**src/rtl/mc_ctrl_fsm.sv**
```systemverilog
// mc_ctrl_fsm - multi-cycle control unit for the MIPS-subset datapath.
//
// Sequences FETCH / DECODE / execute / memory / write-back for each
// instruction and drives every datapath mux select and write enable.
// Memory states can optionally wait on a mem_req/mem_ready handshake.
// A watchdog bounds each wait and raises a sticky mem_timeout when it expires.
//
// Parameters
//   MEM_HANDSHAKE  0: memory states complete in one cycle, mem_ready ignored
//                  1: memory states hold until mem_ready (or watchdog expiry)
//   WDOG_CYCLES    maximum cycles per memory access (1..255)
//   CNT_W          width of the retired-instruction counter
//
// Ports
//   clk, reset            clock; asynchronous active-high reset
//   OpCode, Funct         IR[31:26], IR[5:0]
//   Zero                  ALU zero flag (branch gating happens in the datapath)
//   mem_ready             memory access complete
//   PCWrite, PCWriteCond  PC write enables
//   IorD, MemRead, MemWrite, mem_req   memory address select and strobes
//   IRWrite, RegDst, MemtoReg, RegWrite   IR load and register-file write path
//   ALUSrcA, ALUSrcB, ExtOp, LuiOp, ALUOp ALU operand and operation selects
//   PCSource              next-PC select
//   illegal               one-cycle pulse in DECODE on an unknown opcode
//   mem_timeout           sticky watchdog flag, cleared only by reset
//   instr_count           retired instructions, wraps modulo 2^CNT_W
module mc_ctrl_fsm #(
    parameter int unsigned MEM_HANDSHAKE = 1,
    parameter int unsigned WDOG_CYCLES   = 64,
    parameter int unsigned CNT_W         = 32
) (
    input  logic             clk,
    input  logic             reset,
    input  logic [5:0]       OpCode,
    input  logic [5:0]       Funct,
    input  logic             Zero,
    input  logic             mem_ready,
    output logic             PCWrite,
    output logic             PCWriteCond,
    output logic             IorD,
    output logic             MemRead,
    output logic             MemWrite,
    output logic             mem_req,
    output logic             IRWrite,
    output logic [1:0]       RegDst,
    output logic [1:0]       MemtoReg,
    output logic             RegWrite,
    output logic [1:0]       ALUSrcA,
    output logic [1:0]       ALUSrcB,
    output logic             ExtOp,
    output logic             LuiOp,
    output logic [3:0]       ALUOp,
    output logic [1:0]       PCSource,
    output logic             illegal,
    output logic             mem_timeout,
    output logic [CNT_W-1:0] instr_count
);

    localparam logic [5:0] OP_RTYPE = 6'h00;
    localparam logic [5:0] OP_J     = 6'h02;
    localparam logic [5:0] OP_JAL   = 6'h03;
    localparam logic [5:0] OP_BEQ   = 6'h04;
    localparam logic [5:0] OP_ADDI  = 6'h08;
    localparam logic [5:0] OP_ADDIU = 6'h09;
    localparam logic [5:0] OP_SLTI  = 6'h0a;
    localparam logic [5:0] OP_SLTIU = 6'h0b;
    localparam logic [5:0] OP_ANDI  = 6'h0c;
    localparam logic [5:0] OP_LUI   = 6'h0f;
    localparam logic [5:0] OP_LW    = 6'h23;
    localparam logic [5:0] OP_SW    = 6'h2b;

    localparam logic [5:0] FN_SLL  = 6'h00;
    localparam logic [5:0] FN_SRL  = 6'h02;
    localparam logic [5:0] FN_SRA  = 6'h03;
    localparam logic [5:0] FN_JR   = 6'h08;
    localparam logic [5:0] FN_JALR = 6'h09;

    localparam logic [3:0] ALU_ADD   = 4'd0;
    localparam logic [3:0] ALU_SUB   = 4'd1;
    localparam logic [3:0] ALU_FUNCT = 4'd2;
    localparam logic [3:0] ALU_AND   = 4'd3;
    localparam logic [3:0] ALU_SLT   = 4'd4;
    localparam logic [3:0] ALU_SLTU  = 4'd5;

    localparam bit         HANDSHAKE = (MEM_HANDSHAKE != 0);
    localparam logic [7:0] WDOG_LAST = 8'(WDOG_CYCLES - 1);

    typedef enum logic [3:0] {
        S_FETCH,
        S_DECODE,
        S_EXEC_R,
        S_WB_R,
        S_EXEC_I,
        S_WB_I,
        S_MEM_ADDR,
        S_MEM_RD,
        S_MEM_WB,
        S_MEM_WR,
        S_BRANCH,
        S_JUMP
    } state_t;

    typedef struct packed {
        logic       pc_write;
        logic       pc_write_cond;
        logic       iord;
        logic       mem_read;
        logic       mem_write;
        logic       mem_req;
        logic       ir_write;
        logic [1:0] reg_dst;
        logic [1:0] mem_to_reg;
        logic       reg_write;
        logic [1:0] alu_src_a;
        logic [1:0] alu_src_b;
        logic       ext_op;
        logic       lui_op;
        logic [3:0] alu_op;
        logic [1:0] pc_source;
        logic       illegal;
    } ctrl_t;

    state_t     state;
    state_t     next_state;
    logic [7:0] wdog;
    ctrl_t      ctrl;
    ctrl_t      ctrl_out;
    logic       mem_state;
    logic       mem_done;
    logic       mem_expire;
    logic       is_shift;
    logic       unused_zero;

    // Zero only matters to the datapath's PCWriteCond gating.
    assign unused_zero = Zero;

    assign is_shift = (Funct == FN_SLL) || (Funct == FN_SRL) || (Funct == FN_SRA);

    // mem_ready in the expiring cycle takes priority, so mem_expire
    // is only raised while mem_ready is low.
    always_comb begin
        mem_state = (state == S_FETCH) || (state == S_MEM_RD) || (state == S_MEM_WR);
        if (HANDSHAKE) begin
            mem_done   = mem_ready;
            mem_expire = mem_state && !mem_ready && (wdog >= WDOG_LAST);
        end else begin
            mem_done   = 1'b1;
            mem_expire = 1'b0;
        end
    end

    always_ff @(posedge clk or posedge reset) begin
        if (reset) begin
            state       <= S_FETCH;
            wdog        <= '0;
            mem_timeout <= 1'b0;
            instr_count <= '0;
        end else begin
            state <= next_state;
            if ((next_state != state) || mem_expire) begin
                wdog <= '0;
            end else if (HANDSHAKE && mem_state && (wdog != 8'hff)) begin
                wdog <= wdog + 8'd1;
            end
            if (mem_expire) begin
                mem_timeout <= 1'b1;
            end
            if ((next_state == S_FETCH) && (state != S_FETCH)) begin
                instr_count <= instr_count + CNT_W'(1);
            end
        end
    end

    always_comb begin
        ctrl       = '0;
        next_state = state;
        unique case (state)
            S_FETCH: begin
                ctrl.mem_read  = 1'b1;
                ctrl.mem_req   = 1'b1;
                ctrl.alu_src_b = 2'd1;
                if (mem_done) begin
                    ctrl.ir_write = 1'b1;
                    ctrl.pc_write = 1'b1;
                    next_state    = S_DECODE;
                end
            end
            S_DECODE: begin
                ctrl.alu_src_b = 2'd3;
                ctrl.ext_op    = 1'b1;
                unique case (OpCode)
                    OP_RTYPE:                                 next_state = S_EXEC_R;
                    OP_LW, OP_SW:                             next_state = S_MEM_ADDR;
                    OP_LUI:                                   next_state = S_WB_I;
                    OP_ADDI, OP_ADDIU, OP_ANDI, OP_SLTI, OP_SLTIU: next_state = S_EXEC_I;
                    OP_BEQ:                                   next_state = S_BRANCH;
                    OP_J, OP_JAL:                             next_state = S_JUMP;
                    default: begin
                        ctrl.illegal = 1'b1;
                        next_state   = S_FETCH;
                    end
                endcase
            end
            S_EXEC_R: begin
                ctrl.alu_op    = ALU_FUNCT;
                ctrl.alu_src_a = is_shift ? 2'd3 : 2'd1;
                if (Funct == FN_JR) begin
                    ctrl.pc_source = 2'd3;
                    ctrl.pc_write  = 1'b1;
                    next_state     = S_FETCH;
                end else if (Funct == FN_JALR) begin
                    ctrl.reg_dst    = 2'd1;
                    ctrl.mem_to_reg = 2'd2;
                    ctrl.reg_write  = 1'b1;
                    ctrl.pc_source  = 2'd3;
                    ctrl.pc_write   = 1'b1;
                    next_state      = S_FETCH;
                end else begin
                    next_state = S_WB_R;
                end
            end
            S_WB_R: begin
                ctrl.reg_dst    = 2'd1;
                ctrl.mem_to_reg = 2'd1;
                ctrl.reg_write  = 1'b1;
                next_state      = S_FETCH;
            end
            S_EXEC_I: begin
                ctrl.alu_src_a = 2'd1;
                ctrl.alu_src_b = 2'd2;
                ctrl.ext_op    = (OpCode != OP_ANDI);
                unique case (OpCode)
                    OP_ANDI:  ctrl.alu_op = ALU_AND;
                    OP_SLTI:  ctrl.alu_op = ALU_SLT;
                    OP_SLTIU: ctrl.alu_op = ALU_SLTU;
                    default:  ctrl.alu_op = ALU_ADD;
                endcase
                next_state = S_WB_I;
            end
            S_WB_I: begin
                ctrl.mem_to_reg = (OpCode == OP_LUI) ? 2'd3 : 2'd1;
                ctrl.lui_op     = (OpCode == OP_LUI);
                ctrl.reg_write  = 1'b1;
                next_state      = S_FETCH;
            end
            S_MEM_ADDR: begin
                ctrl.alu_src_a = 2'd1;
                ctrl.alu_src_b = 2'd2;
                ctrl.ext_op    = 1'b1;
                next_state     = (OpCode == OP_SW) ? S_MEM_WR : S_MEM_RD;
            end
            S_MEM_RD: begin
                ctrl.iord     = 1'b1;
                ctrl.mem_read = 1'b1;
                ctrl.mem_req  = 1'b1;
                if (mem_done) begin
                    next_state = S_MEM_WB;
                end else if (mem_expire) begin
                    next_state = S_FETCH;
                end
            end
            S_MEM_WB: begin
                ctrl.reg_write = 1'b1;
                next_state     = S_FETCH;
            end
            S_MEM_WR: begin
                ctrl.iord      = 1'b1;
                ctrl.mem_write = 1'b1;
                ctrl.mem_req   = 1'b1;
                if (mem_done || mem_expire) begin
                    next_state = S_FETCH;
                end
            end
            S_BRANCH: begin
                ctrl.alu_src_a     = 2'd1;
                ctrl.alu_op        = ALU_SUB;
                ctrl.pc_source     = 2'd1;
                ctrl.pc_write_cond = 1'b1;
                next_state         = S_FETCH;
            end
            S_JUMP: begin
                ctrl.pc_source = 2'd2;
                ctrl.pc_write  = 1'b1;
                if (OpCode == OP_JAL) begin
                    ctrl.reg_dst    = 2'd2;
                    ctrl.mem_to_reg = 2'd2;
                    ctrl.reg_write  = 1'b1;
                end
                next_state = S_FETCH;
            end
            default: next_state = S_FETCH;
        endcase
    end

    // Outputs are forced low while reset is held so they clear immediately,
    // not just once the state register has settled on FETCH.
    assign ctrl_out = reset ? '0 : ctrl;

    assign PCWrite     = ctrl_out.pc_write;
    assign PCWriteCond = ctrl_out.pc_write_cond;
    assign IorD        = ctrl_out.iord;
    assign MemRead     = ctrl_out.mem_read;
    assign MemWrite    = ctrl_out.mem_write;
    assign mem_req     = ctrl_out.mem_req;
    assign IRWrite     = ctrl_out.ir_write;
    assign RegDst      = ctrl_out.reg_dst;
    assign MemtoReg    = ctrl_out.mem_to_reg;
    assign RegWrite    = ctrl_out.reg_write;
    assign ALUSrcA     = ctrl_out.alu_src_a;
    assign ALUSrcB     = ctrl_out.alu_src_b;
    assign ExtOp       = ctrl_out.ext_op;
    assign LuiOp       = ctrl_out.lui_op;
    assign ALUOp       = ctrl_out.alu_op;
    assign PCSource    = ctrl_out.pc_source;
    assign illegal     = ctrl_out.illegal;

endmodule

```
**config.mk**
```make
export PLATFORM = sky130hd
export DESIGN_NAME = mc_ctrl_fsm
export DESIGN_NICKNAME = d
export VERILOG_FILES = /design/src/rtl/mc_ctrl_fsm.sv
export SDC_FILE = /design/constraint.sdc
export NUM_CORES = 1
export LEC_CHECK = 0
export CAP_MARGIN = 20
export CORE_MARGIN = 5
export CORE_UTILIZATION = 23
export CTS_CLUSTER_SIZE = 25
export DETAILED_ROUTE_END_ITERATION = 7
export PLACE_DENSITY_LB_ADDON = 0.1
export RECOVER_POWER = 50
export SLEW_MARGIN = 20
export SYNTH_ARGS = -nofsm -noshare
export SYNTH_HDL_FRONTEND = slang
export SYNTH_SLANG_ARGS = --single-unit
export TNS_END_PERCENT = 30
```
**constraint.sdc**
```tcl
create_clock -name clk -period 3.7 [get_ports clk]
set_input_delay 0.925 -clock clk [delete_from_list [all_inputs] [get_ports clk]]
set_output_delay 0.925 -clock clk [all_outputs]
set_load 0.02 [all_outputs]
```
==> flow_metrics.env <==
export IMPL_timing_critical_path_fanout_max=7
export IMPL_synthesis_stage_register_bit_count=45
export IMPL_rsz0062_at_grt="yes"
export IMPL_syn_to_final_growth_pct=42.1
export IMPL_slew_headroom_pct=21.4
export IMPL_initial_antenna_violation_count=0
export IMPL_postRouteAntennaNets=0
export IMPL_worstSetupStartpointType="primary input"
export IMPL_clock_sinks=45
export IMPL_period_needed_ns=3.67
export IMPL_fraction_of_layout_instances_using_a_drive_strength_above_1_pct=19.0
export IMPL_first_pass_grt_wire_length_um=15000
export IMPL_fin_util_pct=33.1
export IMPL_ys_async_sr_fraction_pct=100
export IMPL_final_setup_viol_count=0
export IMPL_worst_setup_path_type="primary input to primary output"
export IMPL_hold_depth=1
export IMPL_slew_viol_final=0
export IMPL_number_of_max_capacitance_violations_reported=0
export IMPL_finClkSkew_ns=0.00724
export IMPL_first_global_vias=2836
export IMPL_numCtsBuffers=5
export IMPL_p_per_cell_area_nw_per_um2=482
export IMPL_hpwl_um=6830
export IMPL_drt_pass1_iterations=4
export IMPL_grtUsageTotal_pct=11.4
export IMPL_core_rowCount=42
export IMPL_initial_core_util_pct=23.3
export IMPL_hold_path_end="instr_count[31]$_DFFE_PP0P_"
export IMPL_min_delay_path_class="flop to flop"
export IMPL_critPathArrivalTime_ns=2.75
export IMPL_synth_distinct_cells=67
export IMPL_viasPerCell=4.60
export IMPL_setup_slack_ns=0.0289
export IMPL_count_of_flip_flops_with_a_built_in_enable_after_synthesis=0
export IMPL_postLayoutCellArea_um2=4350
export IMPL_clock_root_buffer="sky130_fd_sc_hd__clkbuf_16"
export IMPL_status="finished clean"
export IMPL_hold_slack_ns=0.465
export IMPL_mostFrequentLayoutCell="sky130_fd_sc_hd__dfrtp_1"
export IMPL_postSynthAreaPerCell_um2=9.14
export IMPL_crit_path_end_kind="primary output"
export IMPL_placement_cell_area_um2=4210
export IMPL_fin_setup_tns_ns=0
export IMPL_synth_area_um2=3060
export IMPL_nNetsFinal=454
export IMPL_routed_wire_length_per_instance_um=14.6
export IMPL_cts_tree="built"
export IMPL_r2r_end="instr_count[3]$_DFFE_PP0P_"
export IMPL_ioPinCount=74
export IMPL_r2r_setup_slack_ns=1.25
export IMPL_layout_worst_path_cycle_share_pct=99.2
export IMPL_synthCells=335
export IMPL_die_y_um=125
export IMPL_drt_initial_drc_count=132
export IMPL_cts_root_to_sink_buffers=2
export IMPL_coreArea_um2=13100
export IMPL_chipWidth_um=125
export IMPL_synth_top_flop_cell="sky130_fd_sc_hd__dfrtp_1"
export IMPL_grt_ovfl_total=0
export IMPL_power_leakage_nw=1.88
export IMPL_final_hold_violation_count=0
export IMPL_wirelength_um=8960
export IMPL_insertion_delay_ns=0.29
export IMPL_cp_required_ns=2.77
export IMPL_worst_slew_pin_slew_ns=1.18
export IMPL_worstReg2RegStart="state[2]$_DFF_PP0_"
export IMPL_synth_warnings=0
export IMPL_maxClockFrequency_ghz=0.272
export IMPL_via_count=2817
export IMPL_portBuffers=71
export IMPL_timing_reg2reg_worst_path_depth=8
export IMPL_routabilityCongestion=0.835
export IMPL_antenna_cells=0
export IMPL_grt_start_max_net_pins=46
export IMPL_drc_errors=0
export IMPL_die_area_um2=15700
export IMPL_h_tree_depth=2
export IMPL_preCtsSetupSlack_ns=-0.322
export IMPL_commonest_non_fill_non_tap_cells_in_the_layout="sky130_fd_sc_hd__dfrtp_1, sky130_fd_sc_hd__buf_4, sky130_fd_sc_hd__xnor2_1"
export IMPL_worst_ir_drop_vdd_mv=0.302
export IMPL_cts_setup_buffers=0
export IMPL_hold_start="instr_count[31]$_DFFE_PP0P_"
export IMPL_cts_clk_slew_worst_paths_ns=0.06
export IMPL_synth_sequential_area_ratio_pct=36.8
[report_power, final]
group          switching [mW]  internal (mW)
Sequential             0.0806          0.544
Combinational           0.596          0.429
Clock                   0.197          0.252
Total                   0.874           1.22
[layer usage]
layer | vias up | routed length [µm] | GRT usage, %
li1 | 1420 | - | -
met1 | 1324 | 4470 | 16.3
met2 | 67 | 3980 | 17.5
met3 | 6 | 415 | 2.73
met4 | 0 | 94 | 2.55
met5 | - | 0 | 0
[final cells by class]
cell class | count | area [µm²]
clock buffers | 5 | 125
clock inverters | 3 | 21.3
fillers | 1397 | 8780
inverters | 6 | 22.5
multi-input cells | 263 | 1800
flip-flops and latches | 45 | 1130
well taps | 176 | 220
repair buffers | 115 | 1040
[cells by family after synthesis]
kind of cell | synth area share (%)
AOI/OAI and AO/OA | 12.0
and+or+nand+nor | 32.7
other | 0.122
adders and majority gates | 0.817
DFF | 36.8
muxes | 1.43
xor gates and xnor gates | 10.9
buffers and inverters | 5.31
[Yosys cell counts (2+ instances only)]
master	number	share of area [%]
sky130_fd_sc_hd__a21oi_1	9	1.5
sky130_fd_sc_hd__and2_1	7	1.4
sky130_fd_sc_hd__o21ai_0	5	0.82
sky130_fd_sc_hd__o21a_1	2	0.49
sky130_fd_sc_hd__nand2_1	21	2.6
sky130_fd_sc_hd__buf_4	3	0.74
sky130_fd_sc_hd__xnor2_1	34	9.7
sky130_fd_sc_hd__buf_1	4	0.49
sky130_fd_sc_hd__mux2_2	2	0.74
sky130_fd_sc_hd__ha_1	2	0.82
sky130_fd_sc_hd__inv_1	6	0.74
sky130_fd_sc_hd__and3_1	22	4.5
sky130_fd_sc_hd__clkbuf_1	2	0.25
sky130_fd_sc_hd__nand2b_1	6	1.2
sky130_fd_sc_hd__o31a_1	2	0.57
sky130_fd_sc_hd__nand4_1	27	5.5
sky130_fd_sc_hd__dfrtp_1	45	37
sky130_fd_sc_hd__and4_1	2	0.57
sky130_fd_sc_hd__a211oi_1	2	0.49
sky130_fd_sc_hd__nor3_2	3	0.98
sky130_fd_sc_hd__nand3_2	4	1.3
sky130_fd_sc_hd__a31oi_1	2	0.41
sky130_fd_sc_hd__a2111oi_0	3	0.86
sky130_fd_sc_hd__nor2b_1	3	0.61
sky130_fd_sc_hd__nand3_1	16	2.6
sky130_fd_sc_hd__buf_2	9	1.5
sky130_fd_sc_hd__nor4_1	3	0.61
sky130_fd_sc_hd__nor3_1	16	2.6
sky130_fd_sc_hd__buf_6	4	1.5
sky130_fd_sc_hd__or2_2	2	0.41
sky130_fd_sc_hd__nor2_1	28	3.4
sky130_fd_sc_hd__xor2_1	4	1.1
[sequential cells by signal, summed over array words and instances (netlist names)]
signal       flops
wdog             8
mem_timeout      1
state            4
instr_count     32
[metrics by stage]
stage	std cells	total power [mW]
after floorplan	337	1.33
after global placement	605	1.69
after detailed placement	605	1.68
after CTS	613	2.14
after global routing	613	2.24
final	613	2.10
[timing repair]
item,4_1_cts,5_1_grt
hold buffers,0,0
gates resized for setup,17,8
hold endpoints to repair,0,0
pin swaps,0,0
setup endpoints to repair,12,7
[critical path, stage by stage]
cell and delay (ns):
sky130_fd_sc_hd__clkdlybuf4s50_1 0.45, sky130_fd_sc_hd__clkbuf_1 0.21, sky130_fd_sc_hd__a2111oi_0 0.46, sky130_fd_sc_hd__clkdlybuf4s50_1 0.70
[worst max-delay path by stage]
stage | start | endpoint | slack, ns | cells after the start
after floorplan | reset | MemtoReg[0] | -0.01 | 4
after global placement | OpCode[5] | ALUOp[1] | -0.35 | 7
after detailed placement | Funct[2] | PCWrite | -0.32 | 7
after CTS | OpCode[5] | ALUOp[2] | 0.006 | 7
after global routing | Funct[2] | RegWrite | -0.07 | 9
final | reset | ALUSrcA[0] | 0.03 | 4
No activity file was read; power rests on OpenSTA's default activity.
